`config.mk`:
```
export PLATFORM = sky130hd
export DESIGN_NAME = rgb_to_yuv_encoder_flat
export DESIGN_NICKNAME = d
export VERILOG_FILES = /design/src/rtl/rgb_to_yuv_encoder_if.sv /design/src/rtl/rgb_to_yuv_encoder.sv /design/src/flat_wrapper.sv
export SDC_FILE = /design/constraint.sdc
export NUM_CORES = 2
export LEC_CHECK = 0
export CAP_MARGIN = 20
export CORE_ASPECT_RATIO = 0.75
export CORE_MARGIN = 1.5
export CORE_UTILIZATION = 30
export CTS_BUF_LIST = sky130_fd_sc_hd__clkbuf_4 sky130_fd_sc_hd__clkbuf_8
export CTS_CLUSTER_DIAMETER = 30
export CTS_CLUSTER_SIZE = 20
export DETAILED_ROUTE_END_ITERATION = 7
export SLEW_MARGIN = 20
export SYNTH_ARGS = -nofsm -noshare
export SYNTH_HDL_FRONTEND = slang
export SYNTH_SLANG_ARGS = --single-unit
```
`constraint.sdc`:
```
create_clock -name CLOCK_50_I -period 9.99 [get_ports CLOCK_50_I]
set_input_delay 1.998 -clock CLOCK_50_I [delete_from_list [all_inputs] [get_ports CLOCK_50_I]]
set_output_delay 1.998 -clock CLOCK_50_I [all_outputs]
set_load 0.02 [all_outputs]
```
`src/rtl/rgb_to_yuv_encoder_if.sv`:
```
// ---------------------------------------------------------------------------
// rgb_to_yuv_encoder_if
//   Bundles the SRAM bus and the start/done handshake of the milestone encoder.
//   Signals:
//     SRAM_address    [17:0] word address          (master -> SRAM)
//     SRAM_write_data [15:0] write data            (master -> SRAM)
//     SRAM_we_n              write enable, act-low (master -> SRAM)
//     SRAM_read_data  [15:0] read data, 2-cycle latency (SRAM -> master)
//     M_start                start request         (top FSM -> master)
//     M_done                 1-cycle done pulse    (master -> top FSM)
//   Modports: master (encoder side), slave (SRAM / top-level side).
// ---------------------------------------------------------------------------
interface rgb_to_yuv_encoder_if;
    logic [17:0] SRAM_address;
    logic [15:0] SRAM_write_data;
    logic        SRAM_we_n;
    logic [15:0] SRAM_read_data;
    logic        M_start;
    logic        M_done;

    modport master (
        output SRAM_address, SRAM_write_data, SRAM_we_n, M_done,
        input  SRAM_read_data, M_start
    );

    modport slave (
        input  SRAM_address, SRAM_write_data, SRAM_we_n, M_done,
        output SRAM_read_data, M_start
    );
endinterface

```
`src/rtl/rgb_to_yuv_encoder.sv`:
```
// ---------------------------------------------------------------------------
// rgb_to_yuv_encoder
//   Reads the interleaved 8-bit RGB frame from SRAM and writes it back as
//   planar YUV: Y at full resolution, U/V decimated 2:1 horizontally.
//   Each 4-pixel group takes exactly 12 cycles:
//     RD0..RD5, WAIT0, WAIT1, WY0, WY1, WU, WV
//   Ports:
//     CLOCK_50_I  clock, rising edge
//     Reset       asynchronous reset, active-high
//     bus         rgb_to_yuv_encoder_if.master (SRAM bus + M_start/M_done)
//   Optional feature macro: ENC_CHROMA_AVG_EN
//     defined   -> chroma per pair = (C_even + C_odd + 1) >> 1
//     undefined -> chroma per pair = C_even (odd-pixel U/V not computed)
// ---------------------------------------------------------------------------
module rgb_to_yuv_encoder #(
    parameter int RGB_BASE   = 146944,
    parameter int Y_BASE     = 0,
    parameter int U_BASE     = 38400,
    parameter int V_BASE     = 57600,
    parameter int NUM_GROUPS = 19200
) (
    input  logic                  CLOCK_50_I,
    input  logic                  Reset,
    rgb_to_yuv_encoder_if.master  bus
);
    localparam int GW = $clog2(NUM_GROUPS + 1);

    typedef enum logic [3:0] {
        S_IDLE, S_RD0, S_RD1, S_RD2, S_RD3, S_RD4, S_RD5,
        S_WAIT0, S_WAIT1, S_WY0, S_WY1, S_WU, S_WV
    } state_t;

    state_t           state_q;
    logic [17:0]      addr_q, rgb_q, y_q, u_q, v_q;
    logic [15:0]      wdata_q;
    logic             we_n_q, done_q;
    logic [GW-1:0]    grp_q;
    logic [5:0][15:0] w_q;      // the six RGB words of the current group

    // Unsigned 8-bit inputs, signed 32-bit accumulate, round, offset, clip.
    function automatic logic [7:0] csc(input logic [7:0] r, g, b,
                                       input logic signed [31:0] kr, kg, kb, off);
        logic signed [31:0] acc, res;
        acc = kr * $signed({24'd0, r}) + kg * $signed({24'd0, g})
            + kb * $signed({24'd0, b}) + 32'sd32768;
        res = off + (acc >>> 16);
        if (res < 32'sd0)        return 8'd0;
        else if (res > 32'sd255) return 8'd255;
        else                     return res[7:0];
    endfunction

    // Unpack words {R0,G0},{B0,R1},{G1,B1},{R2,G2},{B2,R3},{G3,B3}.
    logic [3:0][7:0] pr, pg, pb;
    assign pr[0] = w_q[0][15:8];  assign pg[0] = w_q[0][7:0];  assign pb[0] = w_q[1][15:8];
    assign pr[1] = w_q[1][7:0];   assign pg[1] = w_q[2][15:8]; assign pb[1] = w_q[2][7:0];
    assign pr[2] = w_q[3][15:8];  assign pg[2] = w_q[3][7:0];  assign pb[2] = w_q[4][15:8];
    assign pr[3] = w_q[4][7:0];   assign pg[3] = w_q[5][15:8]; assign pb[3] = w_q[5][7:0];

    logic [3:0][7:0] y_d;
    always_comb begin
        y_d = '0;
        for (int p = 0; p < 4; p++)
            y_d[p] = csc(pr[p], pg[p], pb[p], 32'sd16843, 32'sd33030, 32'sd6423, 32'sd16);
    end

    logic [7:0] ua_d, ub_d, va_d, vb_d;
`ifdef ENC_CHROMA_AVG_EN
    function automatic logic [7:0] avg8(input logic [7:0] a, input logic [7:0] b);
        logic [8:0] s;
        s = {1'b0, a} + {1'b0, b} + 9'd1;
        return s[8:1];
    endfunction

    logic [3:0][7:0] u_pix, v_pix;
    always_comb begin
        u_pix = '0;
        v_pix = '0;
        for (int p = 0; p < 4; p++) begin
            u_pix[p] = csc(pr[p], pg[p], pb[p], -32'sd9699, -32'sd19071, 32'sd28770, 32'sd128);
            v_pix[p] = csc(pr[p], pg[p], pb[p], 32'sd28770, -32'sd24117, -32'sd4653, 32'sd128);
        end
    end
    assign ua_d = avg8(u_pix[0], u_pix[1]);
    assign ub_d = avg8(u_pix[2], u_pix[3]);
    assign va_d = avg8(v_pix[0], v_pix[1]);
    assign vb_d = avg8(v_pix[2], v_pix[3]);
`else
    assign ua_d = csc(pr[0], pg[0], pb[0], -32'sd9699, -32'sd19071, 32'sd28770, 32'sd128);
    assign ub_d = csc(pr[2], pg[2], pb[2], -32'sd9699, -32'sd19071, 32'sd28770, 32'sd128);
    assign va_d = csc(pr[0], pg[0], pb[0], 32'sd28770, -32'sd24117, -32'sd4653, 32'sd128);
    assign vb_d = csc(pr[2], pg[2], pb[2], 32'sd28770, -32'sd24117, -32'sd4653, 32'sd128);
`endif

    // Outputs are registered: the value set on the edge entering a state is
    // what the bus sees during that state.
    always_ff @(posedge CLOCK_50_I or posedge Reset) begin
        if (Reset) begin
            state_q <= S_IDLE;
            addr_q  <= '0;
            rgb_q   <= '0;
            y_q     <= '0;
            u_q     <= '0;
            v_q     <= '0;
            wdata_q <= '0;
            we_n_q  <= 1'b1;
            done_q  <= 1'b0;
            grp_q   <= '0;
            w_q     <= '0;
        end else begin
            done_q <= 1'b0;
            we_n_q <= 1'b1;

            // Read data lags its address by two cycles.
            case (state_q)
                S_RD2:   w_q[0] <= bus.SRAM_read_data;
                S_RD3:   w_q[1] <= bus.SRAM_read_data;
                S_RD4:   w_q[2] <= bus.SRAM_read_data;
                S_RD5:   w_q[3] <= bus.SRAM_read_data;
                S_WAIT0: w_q[4] <= bus.SRAM_read_data;
                S_WAIT1: w_q[5] <= bus.SRAM_read_data;
                default: ;
            endcase

            case (state_q)
                S_IDLE: begin
                    if (bus.M_start) begin
                        addr_q  <= 18'(RGB_BASE);
                        rgb_q   <= 18'(RGB_BASE + 1);
                        y_q     <= 18'(Y_BASE);
                        u_q     <= 18'(U_BASE);
                        v_q     <= 18'(V_BASE);
                        grp_q   <= '0;
                        state_q <= S_RD0;
                    end
                end
                S_RD0, S_RD1, S_RD2, S_RD3, S_RD4: begin
                    addr_q  <= rgb_q;
                    rgb_q   <= rgb_q + 18'd1;
                    state_q <= state_t'(state_q + 4'd1);
                end
                S_RD5:   state_q <= S_WAIT0;
                S_WAIT0: state_q <= S_WAIT1;
                S_WAIT1: begin
                    // Pixels 0/1 only need words 0..2, already captured.
                    addr_q  <= y_q;
                    wdata_q <= {y_d[0], y_d[1]};
                    we_n_q  <= 1'b0;
                    state_q <= S_WY0;
                end
                S_WY0: begin
                    addr_q  <= y_q + 18'd1;
                    wdata_q <= {y_d[2], y_d[3]};
                    we_n_q  <= 1'b0;
                    y_q     <= y_q + 18'd2;
                    state_q <= S_WY1;
                end
                S_WY1: begin
                    addr_q  <= u_q;
                    wdata_q <= {ua_d, ub_d};
                    we_n_q  <= 1'b0;
                    u_q     <= u_q + 18'd1;
                    state_q <= S_WU;
                end
                S_WU: begin
                    addr_q  <= v_q;
                    wdata_q <= {va_d, vb_d};
                    we_n_q  <= 1'b0;
                    v_q     <= v_q + 18'd1;
                    state_q <= S_WV;
                end
                S_WV: begin
                    if (grp_q == GW'(NUM_GROUPS - 1)) begin
                        grp_q   <= '0;
                        done_q  <= 1'b1;
                        state_q <= S_IDLE;
                    end else begin
                        grp_q   <= grp_q + GW'(1);
                        addr_q  <= rgb_q;
                        rgb_q   <= rgb_q + 18'd1;
                        state_q <= S_RD0;
                    end
                end
                default: state_q <= S_IDLE;
            endcase
        end
    end

    assign bus.SRAM_address    = addr_q;
    assign bus.SRAM_write_data = wdata_q;
    assign bus.SRAM_we_n       = we_n_q;
    assign bus.M_done          = done_q;
endmodule
```
`src/flat_wrapper.sv`:
```
// flat-port wrapper written by rule: the top's interface ports become plain ports
module rgb_to_yuv_encoder_flat 
#(
    parameter int RGB_BASE   = 146944,
    parameter int Y_BASE     = 0,
    parameter int U_BASE     = 38400,
    parameter int V_BASE     = 57600,
    parameter int NUM_GROUPS = 19200
)
  (CLOCK_50_I, Reset, bus_SRAM_address, bus_SRAM_write_data, bus_SRAM_we_n, bus_M_done, bus_SRAM_read_data, bus_M_start);
  rgb_to_yuv_encoder_if bus_i ();
  input  logic CLOCK_50_I;
  input  logic Reset;
  output wire logic [$bits(bus_i.SRAM_address)-1:0] bus_SRAM_address;
  output wire logic [$bits(bus_i.SRAM_write_data)-1:0] bus_SRAM_write_data;
  output wire logic [$bits(bus_i.SRAM_we_n)-1:0] bus_SRAM_we_n;
  output wire logic [$bits(bus_i.M_done)-1:0] bus_M_done;
  input wire logic [$bits(bus_i.SRAM_read_data)-1:0] bus_SRAM_read_data;
  input wire logic [$bits(bus_i.M_start)-1:0] bus_M_start;
  assign bus_SRAM_address = bus_i.SRAM_address;
  assign bus_SRAM_write_data = bus_i.SRAM_write_data;
  assign bus_SRAM_we_n = bus_i.SRAM_we_n;
  assign bus_M_done = bus_i.M_done;
  assign bus_i.SRAM_read_data = bus_SRAM_read_data;
  assign bus_i.M_start = bus_M_start;
  rgb_to_yuv_encoder #(.RGB_BASE(RGB_BASE), .Y_BASE(Y_BASE), .U_BASE(U_BASE), .V_BASE(V_BASE), .NUM_GROUPS(NUM_GROUPS)) u_core (.CLOCK_50_I(CLOCK_50_I), .Reset(Reset), .bus(bus_i));
endmodule
```
**Word-level counts from Yosys, hierarchy flattened**

Index checks and enable logic that the tools add are counted.

- Register bits after elaboration: 223
- Bits in latches: 0
- Bits in writable memories: 0
- Memory bits (read-only): 0
- Input bits: 19
- Word-level logic and storage cells: 164
- Memories: 0

- $add $sub $neg: 39
- Multipliers: 24
- Div/mod/pow operators: 0
- Order comparisons: 16
- Eq/ne operators: 15
- Shift operators: 0
- Muxes and demuxes: 38
- Bitwise operators: 0
- Reduce and logical (&&, ||, !) cells: 16

Operators with widths:

| cell | number |
|---|---|
| adder 32 bit | 16 |
| adder 32 x 17 -> 32 bit, second input constant | 8 |
| > comparator 32 x 9 -> 1 bit, second input constant | 8 |
| < comparator 32 x 1 -> 1 bit, second input constant | 8 |
| multiplier 15 x 8 -> 23 bit, first input constant | 8 |
| 2-to-1 mux 8 bit | 16 |
| 2-to-1 mux 18 bit | 7 |
| case mux 18 bit (7 select lines) | 1 |
| case mux 18 bit (2 select lines) | 3 |
| multiplier 16 x 9 -> 25 bit, first input constant | 4 |
| multiplier 14 x 8 -> 22 bit, first input constant | 4 |
| multiplier 13 x 8 -> 21 bit, first input constant | 4 |
| adder 18 x 1 -> 18 bit, second input constant | 4 |
| adder 6 x 16 -> 17 bit, first input constant | 4 |
| adder 9 x 16 -> 17 bit, first input constant | 4 |
| case mux 16 bit (4 select lines) | 1 |
| case mux 18 bit (3 select lines) | 1 |
| multiplier 15 x 9 -> 24 bit, first input constant | 2 |
| multiplier 14 x 9 -> 23 bit, first input constant | 2 |
| case mux 4 bit (9 select lines) | 1 |
| 2-to-1 mux 15 bit | 2 |
| case mux 15 bit (2 select lines) | 1 |
| equality test 4 bit, second input constant | 5 |
| adder 18 x 2 -> 18 bit, second input constant | 1 |
| other kinds (18) | 33 |

**Logic depth before layout (Yosys ltp)**

- Word-level depth: 9
- Depth in mapped cells: 40
- Depth with buffers taken out: 40

**Worst setup path after synthesis**

OpenSTA, ideal clock, no wires.

- Path kind: flip-flop to flip-flop
- Start: register u_core.w_q, in the netlist u_core.pr[19]
- End: register u_core.wdata_q[0], in the netlist u_core.bus.SRAM_write_data[0]
- Setup time: 0.082 ns
- Data arrival time: 8.508 ns
- Required time: 9.908 ns
- Slack: 1.400 ns
- Cell stages (with the launch flop): 40
- Period minus slack after synthesis: 8.590 ns
- Path through: dfrtp_1 -> inv_1 -> fa_1 -> inv_1 -> ha_1 -> inv_1 -> fa_1 -> fa_1 -> inv_1 -> ha_1 -> nor2b_1 -> o21ai_0 -> a21boi_0 -> o21ai_0 -> a21boi_0 -> o21ai_0 -> a21oi_1 -> or3_1 -> [... 4 more ...] -> ha_1 -> ha_1 -> a21o_1 -> a21o_1 -> a21oi_1 -> o21a_1 -> a21oi_1 -> a2111o_1 -> and2_1 -> ha_1 -> and2_1 -> o22a_1 -> a31o_2 -> a2111oi_0 -> nor3_1 -> nor2_1 -> nor2_1 -> a31oi_1

- Word-level cells in the longest chain between the ends: 9
- Elaborated cells between the ends (all ways): 19

RTL lines:

| element | RTL line | source |
|---|---|---|
| from (decl) | rgb_to_yuv_encoder.sv:38 | `logic [5:0][15:0] w_q;` |
| multiplier 15 x 9 -> 24 bit / multiplier 14 x 8 -> 22 bit (equally long branches) | rgb_to_yuv_encoder.sv:44 | `acc = kr * $signed({24'd0, r}) + kg * $signed({24'd0, g})` |
| adder 32 bit | rgb_to_yuv_encoder.sv:44 |  |
| adder 32 bit | rgb_to_yuv_encoder.sv:45 | `+ kb * $signed({24'd0, b}) + 32'sd32768;` |
| adder 32 x 17 -> 32 bit | rgb_to_yuv_encoder.sv:45 |  |
| adder 9 x 16 -> 17 bit | rgb_to_yuv_encoder.sv:46 | `res = off + (acc >>> 16);` |
| > comparator 32 x 9 -> 1 bit | rgb_to_yuv_encoder.sv:48 | `else if (res > 32'sd255) return 8'd255;` |
| 2-to-1 mux 8 bit | rgb_to_yuv_encoder.sv:48 |  |
| 2-to-1 mux 8 bit | rgb_to_yuv_encoder.sv:47 | `if (res < 32'sd0) return 8'd0;` |
| case mux 16 bit (4 select lines) (*) | rgb_to_yuv_encoder.sv:124 | `case (state_q)` |
| to (signal assigned) | rgb_to_yuv_encoder.sv:146 | `wdata_q <= {y_d[0], y_d[1]};` |
| to (signal assigned) | rgb_to_yuv_encoder.sv:152 | `wdata_q <= {y_d[2], y_d[3]};` |
| to (signal assigned) | rgb_to_yuv_encoder.sv:159 | `wdata_q <= {ua_d, ub_d};` |
| to (decl) | rgb_to_yuv_encoder.sv:35 | `logic [15:0] wdata_q;` |

Every way passes the cells marked *; elsewhere a longest branch is shown, timed or not.
A chain may end at the register's enable or synchronous reset.

**Final worst setup path**

- Start: register u_core.w_q, in the netlist u_core.pb[3]
- End: register u_core.wdata_q[12], in the netlist u_core.bus.SRAM_write_data[12]

- Word-level cells in the longest chain between the ends: 8
- Elaborated cells between the ends (all ways): 25

RTL lines:

| element | RTL line |
|---|---|
| multiplier 14 x 9 -> 23 bit (tied with other cells) | rgb_to_yuv_encoder.sv:45 |
| adder 32 bit | rgb_to_yuv_encoder.sv:45 |
| adder 32 x 17 -> 32 bit | rgb_to_yuv_encoder.sv:45 |
| adder 9 x 16 -> 17 bit / adder 6 x 16 -> 17 bit (equally long branches) | rgb_to_yuv_encoder.sv:46 |
| > comparator 32 x 9 -> 1 bit | rgb_to_yuv_encoder.sv:48 |
| 2-to-1 mux 8 bit | rgb_to_yuv_encoder.sv:48 |
| 2-to-1 mux 8 bit | rgb_to_yuv_encoder.sv:47 |
| case mux 16 bit (4 select lines) (*) | rgb_to_yuv_encoder.sv:124 |

Marked as above.

==> reports/results.md <==
| Item | Value |
| --- | --- |
| Period utilization | 0.946 |
| Final Max Slew Viols | 0 |
| Commonest register cell after synthesis | dfrtp_1 |
| Max-capacitance violation count | 0 |
| Synth-to-layout area growth | 10.1% |
| Die outline width | 524 µm |
| Fraction of layout instances using a drive strength above 1 | 0.0554 |
| Gpl congestion | 0.940 |
| Clock tree buffer depth | 3 |
| Number of gates resized after cts | 0 |
| DRT Pass-1 Iters | 6 |
| Drt initial violations | 3058 |
| Sink count of the clock tree | 222 |
| Clock transition at the registers of the reported paths | 0.05 ns |
| Number of nets in the final layout | 8970 |
| Average via count per standard cell | 4.89 |
| Largest cells by area after synthesis | ha_1 (31%), fa_1 (21%), dfrtp_1 (9.1%) |
| Die area | 206000 µm² |
| Core area | 202000 µm² |
| Syn Std Cell Area | 61000 µm² |
| Area fraction of the dominant cell type after synthesis | 0.308 |
| Highest-delay cell along the critical path | xnor2_1 |
| Ranking of synthesized cells by instance count | ha_1 (1500), inv_1 (1390), fa_1 (649) |
| Sum of negative setup slack | 0 ns |
| Buffer type at the clock tree root | clkbuf_8 |
| Number of H-tree branching levels | 3 |
| Setup violators final | 0 |
| DRC violations left | 0 |
| Crit. End Element | flop |
| Number of nets produced by synthesis | 8816 |
| Hold bufs inserted after CTS | 0 |
| Synth Instances | 6648 |
| CP Buf/Inv Count | 6 |
| Count of flip-flops with a built-in enable after synthesis | 0 |
| Kind of cell with the highest combined delay on the critical path | adder cells |
| Maximum single-stage delay on the critical path | 0.65 ns |
| Max frequency | 106 MHz |
| YS warnings | 0 |
| Pin slew with the least headroom to its limit | 1.21 ns |
| Time the final worst path needs with I/O delays and setup | 9.45 ns |
| Path type of the worst setup path | flop to flop |
| Share of flip-flops with an asynchronous set or reset after synthesis | 1.00 |
| Row count | 143 |
| Class of the tightest hold or removal check | flop to flop |
| Via total after detailed routing | 46700 |
| Antenna Violating Nets Remaining | 0 |
| Initial cell density of the core | 0.302 |
| Setup repair after global routing missed its margin | false |
| Number of instances in the placed design | 9407 |
| Number of antenna violations at the first check in global routing | 10 |
| Worst hold slack after final layout | 0.472 ns |
| CP arrival | 10.06 ns |
| Number of synthesized register bits | 222 |
| All-layer global routing usage | 0.176 |
| Largest net degree at the start of global routing | 127 |
| Vias in the first global route | 47300 |
| Number of top-level design ports | 55 |
| Clock tree from TritonCTS | yes |
| Detailed-placement wirelength estimate | 155000 µm |
| Global-route wire length before repair | 279000 µm |
| Cell repeated most along the worst path | inv_1 |
| Final wirelength | 179000 µm |
| Startpoint types | flop |
| TritonCTS buffer count | 74 |
| Post-route non-filler standard cell count | 9548 |
| Number of failing hold endpoints at the final stage | 0 |
| Post-CTS setup buffer count | 0 |
| Clock insertion delay at the later pin of the skew report | 0.75 ns |
| Worst-path maximum fanout | 9 |
| Buffers added on ports | 54 |
| Post-Syn Area per Cell | 9.17 µm² |
| Post-synth top area cell | ha_1 |
| Outcome | complete, no violations |
| Number of distinct library cells after synthesis | 100 |
| Share of synthesized area occupied by flip-flops and latches | 0.0912 |
| Dominant cell by count in the synthesized netlist | ha_1 |
| Wire length per cell after detailed routing | 18.8 µm |
| Leftover overflow at the end of global routing | 0 |
| CP Data Required Time | 10.60 ns |
| Die height | 393 µm |
| Relative slew slack | 0.194 |
| Clock skew after layout | 0.0447 ns |
-- worst reg2reg max path, delay by kind of cell, from the launching register on --
kind                       cells  cell delay (ns)
AOI/OAI and AO/OA             11             2.32
xor gates and xnor gates       1             0.65
adders and majority gates      9             4.04
buffers and inverters          6             0.63
DFF                            1             0.61
muxes                          1             0.26
and+or+nand+nor                5             0.84
-- metrics by stage --
stage,worst slack [ns],cell area [µm²],utilization
after floorplan,1.40,61000,-
after global placement,0.642,65200,0.323
after detailed placement,0.542,65200,0.323
after CTS,0.499,67100,0.332
after global routing,0.0126,67100,0.332
final,0.539,67100,0.332
-- layout by cell type (no fill, tap or decap), types with 13 or more instances in the layout --
master / n
clkbuf_4: 20
nor2_1: 288
xnor2_1: 335
nand2b_1: 33
a211o_1: 15
and2_1: 27
nand3_1: 145
or2_2: 25
o21a_1: 39
a21o_1: 121
nand4_1: 38
o21bai_1: 77
or3_1: 28
fa_1: 646
and3_1: 43
o21ai_0: 242
o21ai_1: 26
mux2_2: 82
o31ai_1: 14
nor2b_1: 61
a21oi_1: 313
clkdlybuf4s50_1: 52
a211oi_1: 41
a222oi_1: 17
buf_4: 69
inv_1: 1389
a21boi_0: 25
a2111oi_0: 13
a31oi_1: 39
dfrtp_1: 216
ha_1: 1498
nor3_1: 85
mux2i_1: 14
clkbuf_8: 88
xor2_1: 154
nand2_1: 278
o211ai_1: 23
a31o_2: 18
-- routing by layer --
layer / up-vias / part of all wire / global-route usage
li1: 22700 / - / -
met1: 22800 / 0.50 / 0.260
met2: 1066 / 0.42 / 0.267
met3: 172 / 0.061 / 0.0289
met4: 4 / 0.018 / 0.0336
met5: - / 0.00015 / 0
-- sequential cells by signal, indices dropped and copies added (netlist names) --
name,flops
u_core.pb,32
u_core.pg,32
u_core.pr,32
u_core.bus.SRAM_address,18
u_core.rgb_q,18
u_core.u_q,18
u_core.v_q,18
u_core.y_q,17
u_core.bus.SRAM_write_data,16
u_core.grp_q,15
u_core.state_q,4
u_core.bus.M_done,1
u_core.bus.SRAM_we_n,1
-- cells by family (layout without fill, tap and decap cells) --
| group | Yosys count | in the layout | share of synthesized area |
|---|---|---|---|
| AO/OA/AOI/OAI | 1165 | 1165 | 0.126 |
| XOR/XNOR | 489 | 489 | 0.0703 |
| adder cells (fa/ha/maj) | 2149 | 2149 | 0.521 |
| buffers and inverters | 1437 | 1652 | 0.0885 |
| flip-flops | 222 | 222 | 0.0912 |
| multiplexers | 97 | 97 | 0.0177 |
| other | 0 | 3 | 0 |
| AND/OR/NAND/NOR | 1089 | 1089 | 0.0851 |
-- cell type report --
class	instances	area, µm²
inverter	1390	5230
clock buffer	108	1360
fill	20900	135000
tap	2682	3360
multi-input combinational	4989	50000
clock inverter	29	487
sequential	222	5560
antenna	3	7.51
timing repair buffer	125	1080
-- final timing paths --
| kind | slack, ns | end | startpoint | depth (start not counted) |
|---|---|---|---|---|
| setup / recovery | 0.54 | u_core.bus.SRAM_write_data[12] | u_core.pb[3] | 33 |
| hold / removal | 0.47 | u_core.bus.SRAM_address[0] | u_core.bus.SRAM_address[0] | 2 |
| setup reg to reg | 0.54 | u_core.bus.SRAM_write_data[12] | u_core.pb[3] | 33 |
| hold reg to reg | 0.47 | u_core.bus.SRAM_address[0] | u_core.bus.SRAM_address[0] | 2 |
| max in group asynchronous | 6.75 | u_core.pg[20] | Reset | 3 |
| min in group asynchronous | 1.80 | u_core.rgb_q[8] | Reset | 2 |
Power is left out: the tool's default activity adds up to more than one toggle a clock period on the data nets, which glitch-free logic cannot reach.
